## src/rtl/matmul_sequencer_pkg.sv

```systemverilog
// Shared definitions for the 3x3 matrix multiply sequencer.
// Holds the default widths, the FSM state encoding and the job length constants.
package matmul_sequencer_pkg;

    localparam int DEFAULT_ENTRY_SIZE    = 5;
    localparam int DEFAULT_RESENTRY_SIZE = 9;

    localparam int JOB_FULL   = 18;
    localparam int JOB_A_ONLY = 9;
    localparam int RES_COUNT  = 9;

    typedef enum logic [1:0] {
        LOAD    = 2'd0,
        COMPUTE = 2'd1,
        OUT     = 2'd2
    } state_t;

endpackage

```

## src/rtl/matmul_sequencer_mult.sv

```systemverilog
// Combinational 3x3 unsigned matrix multiplier; rows are packed with column 0 in the MSBs.
// Each result entry is reduced modulo 2^RESENTRY_SIZE.
module matrixmultiplication3by3
    import matmul_sequencer_pkg::*;
#(
    parameter int ENTRY_SIZE    = DEFAULT_ENTRY_SIZE,
    parameter int RESENTRY_SIZE = DEFAULT_RESENTRY_SIZE
) (
    input  logic [3*ENTRY_SIZE-1:0]    a_row0,
    input  logic [3*ENTRY_SIZE-1:0]    a_row1,
    input  logic [3*ENTRY_SIZE-1:0]    a_row2,
    input  logic [3*ENTRY_SIZE-1:0]    b_row0,
    input  logic [3*ENTRY_SIZE-1:0]    b_row1,
    input  logic [3*ENTRY_SIZE-1:0]    b_row2,
    output logic [3*RESENTRY_SIZE-1:0] c_row0,
    output logic [3*RESENTRY_SIZE-1:0] c_row1,
    output logic [3*RESENTRY_SIZE-1:0] c_row2
);

    // Accumulator wide enough for three full products, and never narrower than the result.
    localparam int ACC_W = (2*ENTRY_SIZE+2 > RESENTRY_SIZE) ? 2*ENTRY_SIZE+2 : RESENTRY_SIZE;

    logic [3*ENTRY_SIZE-1:0]  a_rows [3];
    logic [3*ENTRY_SIZE-1:0]  b_rows [3];
    logic [RESENTRY_SIZE-1:0] c_ent  [3][3];
    logic [ACC_W-1:0]         acc;

    assign a_rows[0] = a_row0;
    assign a_rows[1] = a_row1;
    assign a_rows[2] = a_row2;
    assign b_rows[0] = b_row0;
    assign b_rows[1] = b_row1;
    assign b_rows[2] = b_row2;

    always_comb begin
        acc = '0;
        for (int i = 0; i < 3; i++) begin
            for (int j = 0; j < 3; j++) begin
                acc = '0;
                for (int k = 0; k < 3; k++) begin
                    acc = acc + ACC_W'(a_rows[i][(2-k)*ENTRY_SIZE +: ENTRY_SIZE])
                              * ACC_W'(b_rows[k][(2-j)*ENTRY_SIZE +: ENTRY_SIZE]);
                end
                c_ent[i][j] = acc[RESENTRY_SIZE-1:0];
            end
        end
    end

    assign c_row0 = {c_ent[0][0], c_ent[0][1], c_ent[0][2]};
    assign c_row1 = {c_ent[1][0], c_ent[1][1], c_ent[1][2]};
    assign c_row2 = {c_ent[2][0], c_ent[2][1], c_ent[2][2]};

endmodule

```

## src/rtl/matmul_sequencer.sv

```systemverilog
// Streams A and B in over valid/ready, runs one 3x3 multiply per job and streams C out.
// B-reuse mode lets a job carry only A when a B matrix is already held.
module matmul_sequencer
    import matmul_sequencer_pkg::*;
#(
    parameter int ENTRY_SIZE    = DEFAULT_ENTRY_SIZE,
    parameter int RESENTRY_SIZE = DEFAULT_RESENTRY_SIZE
) (
    input  logic                     clk,
    input  logic                     reset,
    input  logic                     in_valid,
    output logic                     in_ready,
    input  logic [ENTRY_SIZE-1:0]    in_data,
    input  logic                     reuse_b,
    output logic                     out_valid,
    input  logic                     out_ready,
    output logic [RESENTRY_SIZE-1:0] out_data,
    output logic                     out_last,
    output logic                     busy
);

    state_t state, next_state;

    logic [4:0] in_cnt;
    logic [3:0] out_cnt;
    logic       b_loaded;
    logic       reuse_mode;

    logic [ENTRY_SIZE-1:0]    a_mat [9];
    logic [ENTRY_SIZE-1:0]    b_mat [9];
    logic [RESENTRY_SIZE-1:0] c_mat [9];

    logic [3*ENTRY_SIZE-1:0]    a_rows [3];
    logic [3*ENTRY_SIZE-1:0]    b_rows [3];
    logic [3*RESENTRY_SIZE-1:0] c_rows [3];

    logic       in_fire, out_fire, eff_reuse, last_in, last_out;
    logic [4:0] job_len;
    logic [4:0] b_off;

    assign in_fire  = in_valid & in_ready;
    assign out_fire = out_valid & out_ready;
    // Mode is decided on the first entry; a reuse request without a stored B falls back to a full job.
    assign eff_reuse = (in_cnt == 5'd0) ? (reuse_b & b_loaded) : reuse_mode;
    assign job_len   = eff_reuse ? 5'(JOB_A_ONLY) : 5'(JOB_FULL);
    assign last_in   = in_fire && (in_cnt == job_len - 5'd1);
    assign last_out  = out_fire && (out_cnt == 4'(RES_COUNT - 1));
    assign b_off     = in_cnt - 5'd9;

    for (genvar r = 0; r < 3; r++) begin : g_pack
        assign a_rows[r] = {a_mat[3*r], a_mat[3*r+1], a_mat[3*r+2]};
        assign b_rows[r] = {b_mat[3*r], b_mat[3*r+1], b_mat[3*r+2]};
    end

    matrixmultiplication3by3 #(
        .ENTRY_SIZE   (ENTRY_SIZE),
        .RESENTRY_SIZE(RESENTRY_SIZE)
    ) u_mult (
        .a_row0(a_rows[0]),
        .a_row1(a_rows[1]),
        .a_row2(a_rows[2]),
        .b_row0(b_rows[0]),
        .b_row1(b_rows[1]),
        .b_row2(b_rows[2]),
        .c_row0(c_rows[0]),
        .c_row1(c_rows[1]),
        .c_row2(c_rows[2])
    );

    always_ff @(posedge clk) begin
        if (reset) state <= LOAD;
        else       state <= next_state;
    end

    always_comb begin
        next_state = state;
        case (state)
            LOAD:    if (last_in)  next_state = COMPUTE;
            COMPUTE:               next_state = OUT;
            OUT:     if (last_out) next_state = LOAD;
            default:               next_state = LOAD;
        endcase
    end

    always_comb begin
        in_ready  = (state == LOAD);
        out_valid = (state == OUT);
        out_last  = out_valid && (out_cnt == 4'(RES_COUNT - 1));
        out_data  = out_valid ? c_mat[out_cnt] : '0;
        busy      = !((state == LOAD) && (in_cnt == 5'd0));
    end

    always_ff @(posedge clk) begin
        if (reset) begin
            in_cnt     <= '0;
            out_cnt    <= '0;
            b_loaded   <= 1'b0;
            reuse_mode <= 1'b0;
        end else begin
            if (in_fire) begin
                in_cnt <= last_in ? 5'd0 : in_cnt + 5'd1;
                if (in_cnt == 5'd0) reuse_mode <= eff_reuse;
                if (last_in && !eff_reuse) b_loaded <= 1'b1;
            end
            if (state == COMPUTE) out_cnt <= '0;
            else if (out_fire)    out_cnt <= out_cnt + 4'd1;
        end
    end

    always_ff @(posedge clk) begin
        if (reset) begin
            for (int i = 0; i < 9; i++) begin
                a_mat[i] <= '0;
                b_mat[i] <= '0;
                c_mat[i] <= '0;
            end
        end else begin
            if (in_fire) begin
                if (in_cnt < 5'd9) a_mat[in_cnt[3:0]] <= in_data;
                else               b_mat[b_off[3:0]]  <= in_data;
            end
            if (state == COMPUTE) begin
                for (int r = 0; r < 3; r++) begin
                    for (int c = 0; c < 3; c++) begin
                        c_mat[3*r+c] <= c_rows[r][(2-c)*RESENTRY_SIZE +: RESENTRY_SIZE];
                    end
                end
            end
        end
    end

endmodule

```

## config.mk

```make
export PLATFORM = sky130hd
export DESIGN_NAME = matmul_sequencer
export DESIGN_NICKNAME = d
export VERILOG_FILES = /design/src/rtl/matmul_sequencer_pkg.sv /design/src/rtl/matmul_sequencer_mult.sv /design/src/rtl/matmul_sequencer.sv
export SDC_FILE = /design/constraint.sdc
export NUM_CORES = 2
export LEC_CHECK = 0
export BUFFER_PORTS_ARGS = -buffer_cell sky130_fd_sc_hd__buf_2
export CAP_MARGIN = 20
export CELL_PAD_IN_SITES_DETAIL_PLACEMENT = 0
export CELL_PAD_IN_SITES_GLOBAL_PLACEMENT = 1
export CORE_MARGIN = 5
export CORE_UTILIZATION = 41
export DETAILED_ROUTE_END_ITERATION = 8
export PLACE_DENSITY = 0.75
export SLEW_MARGIN = 10
export SYNTH_ARGS = -nofsm -noshare
export SYNTH_HDL_FRONTEND = slang
export SYNTH_SLANG_ARGS = --single-unit
export TNS_END_PERCENT = 100
```

## constraint.sdc

```tcl
create_clock -name clk -period 16.5 [get_ports clk]
set_clock_uncertainty 0.2 [all_clocks]
set_input_delay 3.3 -clock clk [delete_from_list [all_inputs] [get_ports clk]]
set_output_delay 3.3 -clock clk [all_outputs]
set_load 0.02 [all_outputs]
```

After elaboration in Yosys (flattened, before gate mapping):

Memory sizes are Yosys's and may differ from the RTL's. A register that Yosys moved wholly into a read port is not among the register bits.
Cells that the tools add are included.

* output and inout port bits: 13
* memories kept: 3
* memory bits (writable): 171
* bits of input ports: 10
* bits in registers: 13
* word-level logic and storage cells: 128

* equal/unequal tests: 6
* multiply operators: 27
* $lt $le $gt $ge: 1
* bitwise gates (word level): 12
* reductions and logical operators: 15
* multiplexer cells: 37
* add/sub/neg operators: 22

Memories
* c_mat: depth 9, width 9, rd ports 1, clocked after memory_dff 1, write ports 9, RTL line matmul_sequencer.sv:31 `logic [RESENTRY_SIZE-1:0] c_mat [9];`
* a_mat: depth 9, width 5, rd ports 9, clocked after memory_dff 0, write ports 9, RTL line matmul_sequencer.sv:29 `logic [ENTRY_SIZE-1:0] a_mat [9];`
* b_mat: depth 9, width 5, rd ports 9, clocked after memory_dff 0, write ports 9, RTL line matmul_sequencer.sv:30 `logic [ENTRY_SIZE-1:0] b_mat [9];`

Operator list (count)
* multiplier 5 x 5 -> 9 bit: 27
* adder 9 bit: 18
* two-way mux 9 bit: 10
* two-way mux 5 bit: 4
* two-way mux 1 bit: 16
* two-way mux 4 bit: 4
* OR reduction 5 bit: 2
* bitwise OR 1 bit: 9
* case mux 2 bit (3 select lines): 1
* AND reduction 2 bit: 3
* adder 5 x 1 -> 5 bit, second input constant: 1
* equality test 5 bit: 1
* logical AND 1 bit: 5
* logical NOT 5 bit: 1
* < comparator 5 x 4 -> 1 bit, second input constant: 1
* subtractor 5 x 1 -> 5 bit, second input constant: 1
* adder 4 x 1 -> 4 bit, second input constant: 1
* equality test 4 bit, second input constant: 1
* two-way mux 2 bit: 2
* != test 2 x 1 -> 1 bit, second input constant: 2
* subtractor 4 bit, second input constant: 1
* bitwise AND 1 bit: 3
* equality test 2 x 1 -> 1 bit, second input constant: 1
* equality test 2 bit, second input constant: 1
* other kinds (3): 4

Longest topological paths before layout:

* depth after elaboration: 8
* mapped depth: 21
* mapped depth without buffers: 20

Hierarchy:

A second synthesis with hierarchy kept.

* cells, all modules: 3011
* area, all modules: 29205.5 µm²

Modules (own cells, without submodules)
* matrixmultiplication3by3: seq. area each 0.0 µm², area each 21040.2 µm², cells each 2380, times used 1
* matmul_sequencer: seq. area each 5475.3 µm², area each 8165.3 µm², cells each 631, times used 1

Worst setup path after synthesis:

No wires, ideal clock.

* path type: input-to-reg
* from: in reset
* to: mem c_mat[0][0] (netlist bit), enable pin
* path slack: 10.680 ns
* arrival time: 5.174 ns
* setup time: 0.446 ns
* buffers on the path: 0
* data required time: 15.854 ns
* stages: 2
* path through: inv_1 nand2_1

RTL lines
* start, declared: RTL line matmul_sequencer.sv:10 `input logic reset,`
* end, declared: RTL line matmul_sequencer.sv:31

==> impl.org <==
** Cells and area
- For this run, the share of the core covered by cells in the final layout is 43.5%.
- Compared with the post-synthesis result, the final layout area differs by 4.98%.
- Nets :: between 3000 and 4000
- Excluding fillers, the count of instances in the completed layout stands at around 3900.
- Leaving out fill and tap cells, the most frequent cell in the layout is sky130_fd_sc_hd__inv_1.
- Ratio of cells with drive above 1 in the final layout :: between 3 and 4%
- With fillers left out, the area of the finished cells amounts to approximately 0.03 sq mm.
- After filler insertion, the fill cell instance count of the layout stands at 6784.
- Top library cells by usage in the layout, fill and taps aside :: sky130_fd_sc_hd__inv_1 (615), sky130_fd_sc_hd__and2_1 (541), sky130_fd_sc_hd__fa_1 (450)

** Synth
- Fraction of the yosys area taken by sequential cells :: 18.8%
- Counting flops and latches in the post-synthesis netlist gives roughly 190.
- Post-synth top area share :: 30.9%
- By area the synthesized netlist is led by sky130_fd_sc_hd__fa_1 (31%), sky130_fd_sc_hd__edfxtp_1 (18%), sky130_fd_sc_hd__ha_1 (14%), sky130_fd_sc_hd__and2_1 (12%), sky130_fd_sc_hd__inv_1 (7.9%).
- Synthesis handed over a netlist of roughly 3000 instances.
- Number of nets in the synthesized netlist :: 3766
- Number of synthesized flops with an enable pin :: 171
- Synth warn :: 0
- Yosys top cell by area :: sky130_fd_sc_hd__fa_1
- Post-synth design cell area :: 0.0291 sq mm
- Number of distinct library cell variants in the gate-level netlist after synthesis :: between 40 and 50
- Post-synthesis area per instance :: 9.79 sq um
- For this run, the leading register cell type out of synthesis is sky130_fd_sc_hd__edfxtp_1.
- Fraction of synthesis flops using an asynchronous set or reset pin :: 0%

** Timing
- RSZ-0062 raised after global routing :: no
- Total negative slack :: 0 ns
- Setup violations remaining at the end of the flow were counted as 0.
- Max Slew Vio Count :: 0
- The final-report hold violation count was 0.
- After layout, the worst path uses 37.1% of the clock period.
- For the finished layout, the period the worst path requires is 6.12 ns.
- Hold Slack :: 0.299 ns
- Derived from the worst setup path, the maximum achievable clock frequency is 164 MHz.
- At the pin with the least slew margin, the transition time is 1.09 ns.
- Setup slack after layout :: 10.38 ns
- In this run the tightest slew margin relative to its limit is 27.6%.

** CTS
- The clock passes through at most 2 buffers.
- For this design, the sink count on the clock tree is between 150 and 200.
- After clock tree synthesis, the setup repair step added 0 buffers.
- Clock-pin slew was measured on the worst setup and hold paths at 0.07 ns.
- Count of hold-fix buffers inserted at cts :: 0
- Number of resized instances in the post-cts repair step :: 0
- TritonCTS clock tree :: done
- Worst-skew pair later-pin latency :: 0.48 ns
- Number of H-tree levels :: 4
- Number of clock buffers inserted by TritonCTS :: 17
- The root buffer cell chosen for the clock tree is sky130_fd_sc_hd__clkbuf_16.

** Power
- The share of total power dissipated in sequential elements is 30.6%.
- Standby leakage power :: 14.3 nW
- In this run the power spent charging and discharging nets is around 0.80 mW.
- The internal portion of the total power is between 1 and 1.5 mW.
- Max rail drop VDD :: 73.8 uV
- Of the total power, the clock network draws between 20 and 25%.
- Total power :: 1.95 mW
- For this design the ratio of total power to cell area is approximately 64 mW/mm^2.
- Combinational cells account for 49.2% of the total power.
- In this run switching power makes up 41.1% of total power.

** Critical path
- Kind of critical path :: reg2reg
- The worst register-to-register path has a depth of 18.
- Data arrival time of the critical path :: ~6.2 ns
- Required time of the worst setup path :: 16.63 ns
- Kind of end point of the critical path :: flip-flop
- On the critical path, the stage with the largest delay is an instance of sky130_fd_sc_hd__edfxtp_1.
- Traced cell by cell, the critical path runs through nand2_1 -> fa_1 -> inv_1 -> fa_1 -> inv_1 -> fa_1 -> inv_1 -> fa_1 -> fa_1 -> inv_1 -> fa_1 -> inv_1 -> ha_1 -> a21o_1 -> a21oi_1 -> o21ai_0 -> or2_2 -> mux2i_1.
- The critical path starts at a_mat[2][2].
- In this run the worst setup path terminates at c_mat[1][8].
- The startpoint identified for the worst register-to-register timing path is a_mat[2][2].
- The kind of cell with the highest combined delay along the critical path is adder cells.
- Reg2reg setup slack :: 10.38 ns
- In this run the number of cells on the critical path is 18.
- The worst register-to-register path ends at c_mat[1][8].
- In this run the worst path has a maximum fanout of 15.
- The worst setup path is launched from a flip-flop.
- The critical path contains buffers and inverters numbering 5 combined.
- Crit path top cell by count :: sky130_fd_sc_hd__fa_1
- Largest stage delay, worst path :: 1.01 ns

** Placement
- During placement, the flow inserted port buffers numbering 22.
- Detailed placement ended at an HPWL of ~60000 microns.
- Placed Instances :: 3820
- Placer congestion estimate :: 0.891
- Summing all placed instances gives a cell area of 0.0300 sq mm.
- Setup Slack @ Placement :: approximately 10 ns

** Floorplan
- For this design the top-level I/O count stands at 23.
- The die covers 0.0765 sq mm.
- The core region is approximately 0.070 sq mm.
- Die width :: 277 microns
- Once the floorplan was initialized, standard cells occupied 41.5% of the core.
- The die is about 280 microns tall.
- Row cnt :: 97

** Global route
- Global-route wire length before repair :: 126000 microns
- All-Layer GR Usage :: 21.3%
- Overflow left after global routing :: 0
- Initial antenna violation count :: 1
- Pin count of the biggest net entering global routing :: 87
- Vias in the first global route :: slightly above 20000

** Drt
- The pre-antenna-repair detailed-routing pass consisted of 6 iterations.
- Using the TritonRoute via totals, the vias-per-cell ratio works out to 5.00.
- Routed WL per cell :: around 21 microns
- For this block, the initial DRC count from the detailed router was 1454.
- Total detailed-routing wirelength :: 79900 microns
- Summing over every cut layer, the via total after detailed routing is between 15000 and 20000.
- The count of nets left with antenna violations once routing finished came out at 0.
- In the routed design, unresolved DRC markers number 0.

** Min path
- Classification of the worst-slack hold path :: reg2reg

** Outcome
- The flow ran to the end, and the final reports show no timing, DRC or antenna violations.

** Job
- Across the run, the number of max-cap violations was 0.
==> cells by family after synthesis <==
logic type / after synthesis / share of synthesized area (%)
AO/OA/AOI/OAI: 124 / 2.56
XOR/XNOR: 141 / 4.24
flip-flops: 188 / 18.8
multiplexers: 47 / 1.69
buffers and inverters: 743 / 9.66
adder cells (fa/ha/maj): 781 / 45.1
AND/OR/NAND/NOR: 951 / 17.9
==> flip-flops by register name (all words and copies together), names as in the netlist, named ones only <==
| register | count |
|---|---|
| b_mat | 45 |
| state | 2 |
| a_mat | 45 |
| reuse_mode | 1 |
| b_loaded | 1 |
| c_mat | 81 |
| in_cnt | 5 |
| out_cnt | 4 |
==> cell type report <==
type                    count  area, sq um  area share (%)
diodes                      1         2.50         0.00818
clock buffers              19          433            1.42
clock inverters            12          113           0.368
inverters                 615         2310            7.55
multi-input cells        2044        20900            68.2
flip-flops and latches    188         5480            17.9
well taps                 940         1180            3.85
repair buffers             34          213           0.696
==> power groups by stage <==
| stage | clock (mW) | combinational, mW | sequential (mW) |
|---|---|---|---|
| 2_1_floorplan | 0 | 0.687 | 0.554 |
| 3_3_place_gp | 0 | 0.929 | 0.602 |
| 3_5_place_dp | 0 | 0.947 | 0.604 |
| 4_1_cts | 0.399 | 0.958 | 0.593 |
| 5_1_grt | 0.422 | 1.10 | 0.596 |
| 6_report | 0.395 | 0.958 | 0.595 |
==> Yosys cell counts, types with 2 or more instances <==
| cell type | instances |
|---|---|
| sky130_fd_sc_hd__or2_2 | 19 |
| sky130_fd_sc_hd__and3_1 | 42 |
| sky130_fd_sc_hd__a21oi_1 | 51 |
| sky130_fd_sc_hd__fa_1 | 450 |
| sky130_fd_sc_hd__o21ai_0 | 30 |
| sky130_fd_sc_hd__dfxtp_1 | 17 |
| sky130_fd_sc_hd__xnor2_1 | 108 |
| sky130_fd_sc_hd__nor3_1 | 5 |
| sky130_fd_sc_hd__a21oi_2 | 2 |
| sky130_fd_sc_hd__a21boi_0 | 9 |
| sky130_fd_sc_hd__nor2_1 | 39 |
| sky130_fd_sc_hd__mux2i_1 | 29 |
| sky130_fd_sc_hd__xor2_1 | 33 |
| sky130_fd_sc_hd__buf_6 | 2 |
| sky130_fd_sc_hd__nor2b_2 | 3 |
| sky130_fd_sc_hd__nand4_1 | 2 |
| sky130_fd_sc_hd__nor4b_4 | 2 |
| sky130_fd_sc_hd__clkbuf_1 | 114 |
| sky130_fd_sc_hd__buf_2 | 6 |
| sky130_fd_sc_hd__mux2_2 | 18 |
| sky130_fd_sc_hd__ha_1 | 331 |
| sky130_fd_sc_hd__a21o_1 | 18 |
| sky130_fd_sc_hd__inv_1 | 615 |
| sky130_fd_sc_hd__a221oi_1 | 9 |
| sky130_fd_sc_hd__and2_1 | 541 |
| sky130_fd_sc_hd__nand2b_1 | 3 |
| sky130_fd_sc_hd__edfxtp_1 | 171 |
| sky130_fd_sc_hd__nand2_1 | 277 |
| sky130_fd_sc_hd__buf_1 | 5 |
| sky130_fd_sc_hd__nand3_1 | 8 |
| sky130_fd_sc_hd__o31ai_1 | 3 |
==> per-layer routing <==
metal	GRT usage (%)	part of all wire (%)	vias up
met5	0	0	-
met4	5.43	2.6	0
met3	4.94	8.1	97
met2	32.2	43	672
met1	31.1	46	9650
li1	-	-	8843
==> worst reg2reg max path, delay by kind of cell (launching register included) <==
family,cells,cell delay [ns]
mux,1,0.13
compound gates,3,0.52
buf+inv,5,0.28
fa+ha+maj,7,3.35
simple gates,2,0.48
flops,1,1.01
==> worst min-delay path by stage <==
stage             start       end  slack, ns  cells past startpoint
3_3_place_gp   b_loaded  b_loaded       0.27                      1
6_report       b_loaded  b_loaded       0.30                      1
4_1_cts        b_loaded  b_loaded       0.30                      1
3_5_place_dp   b_loaded  b_loaded       0.28                      1
2_1_floorplan  b_loaded  b_loaded       0.24                      1
5_1_grt        b_loaded  b_loaded       0.32                      1
Note: power is estimated with default switching activity, not from simulation.
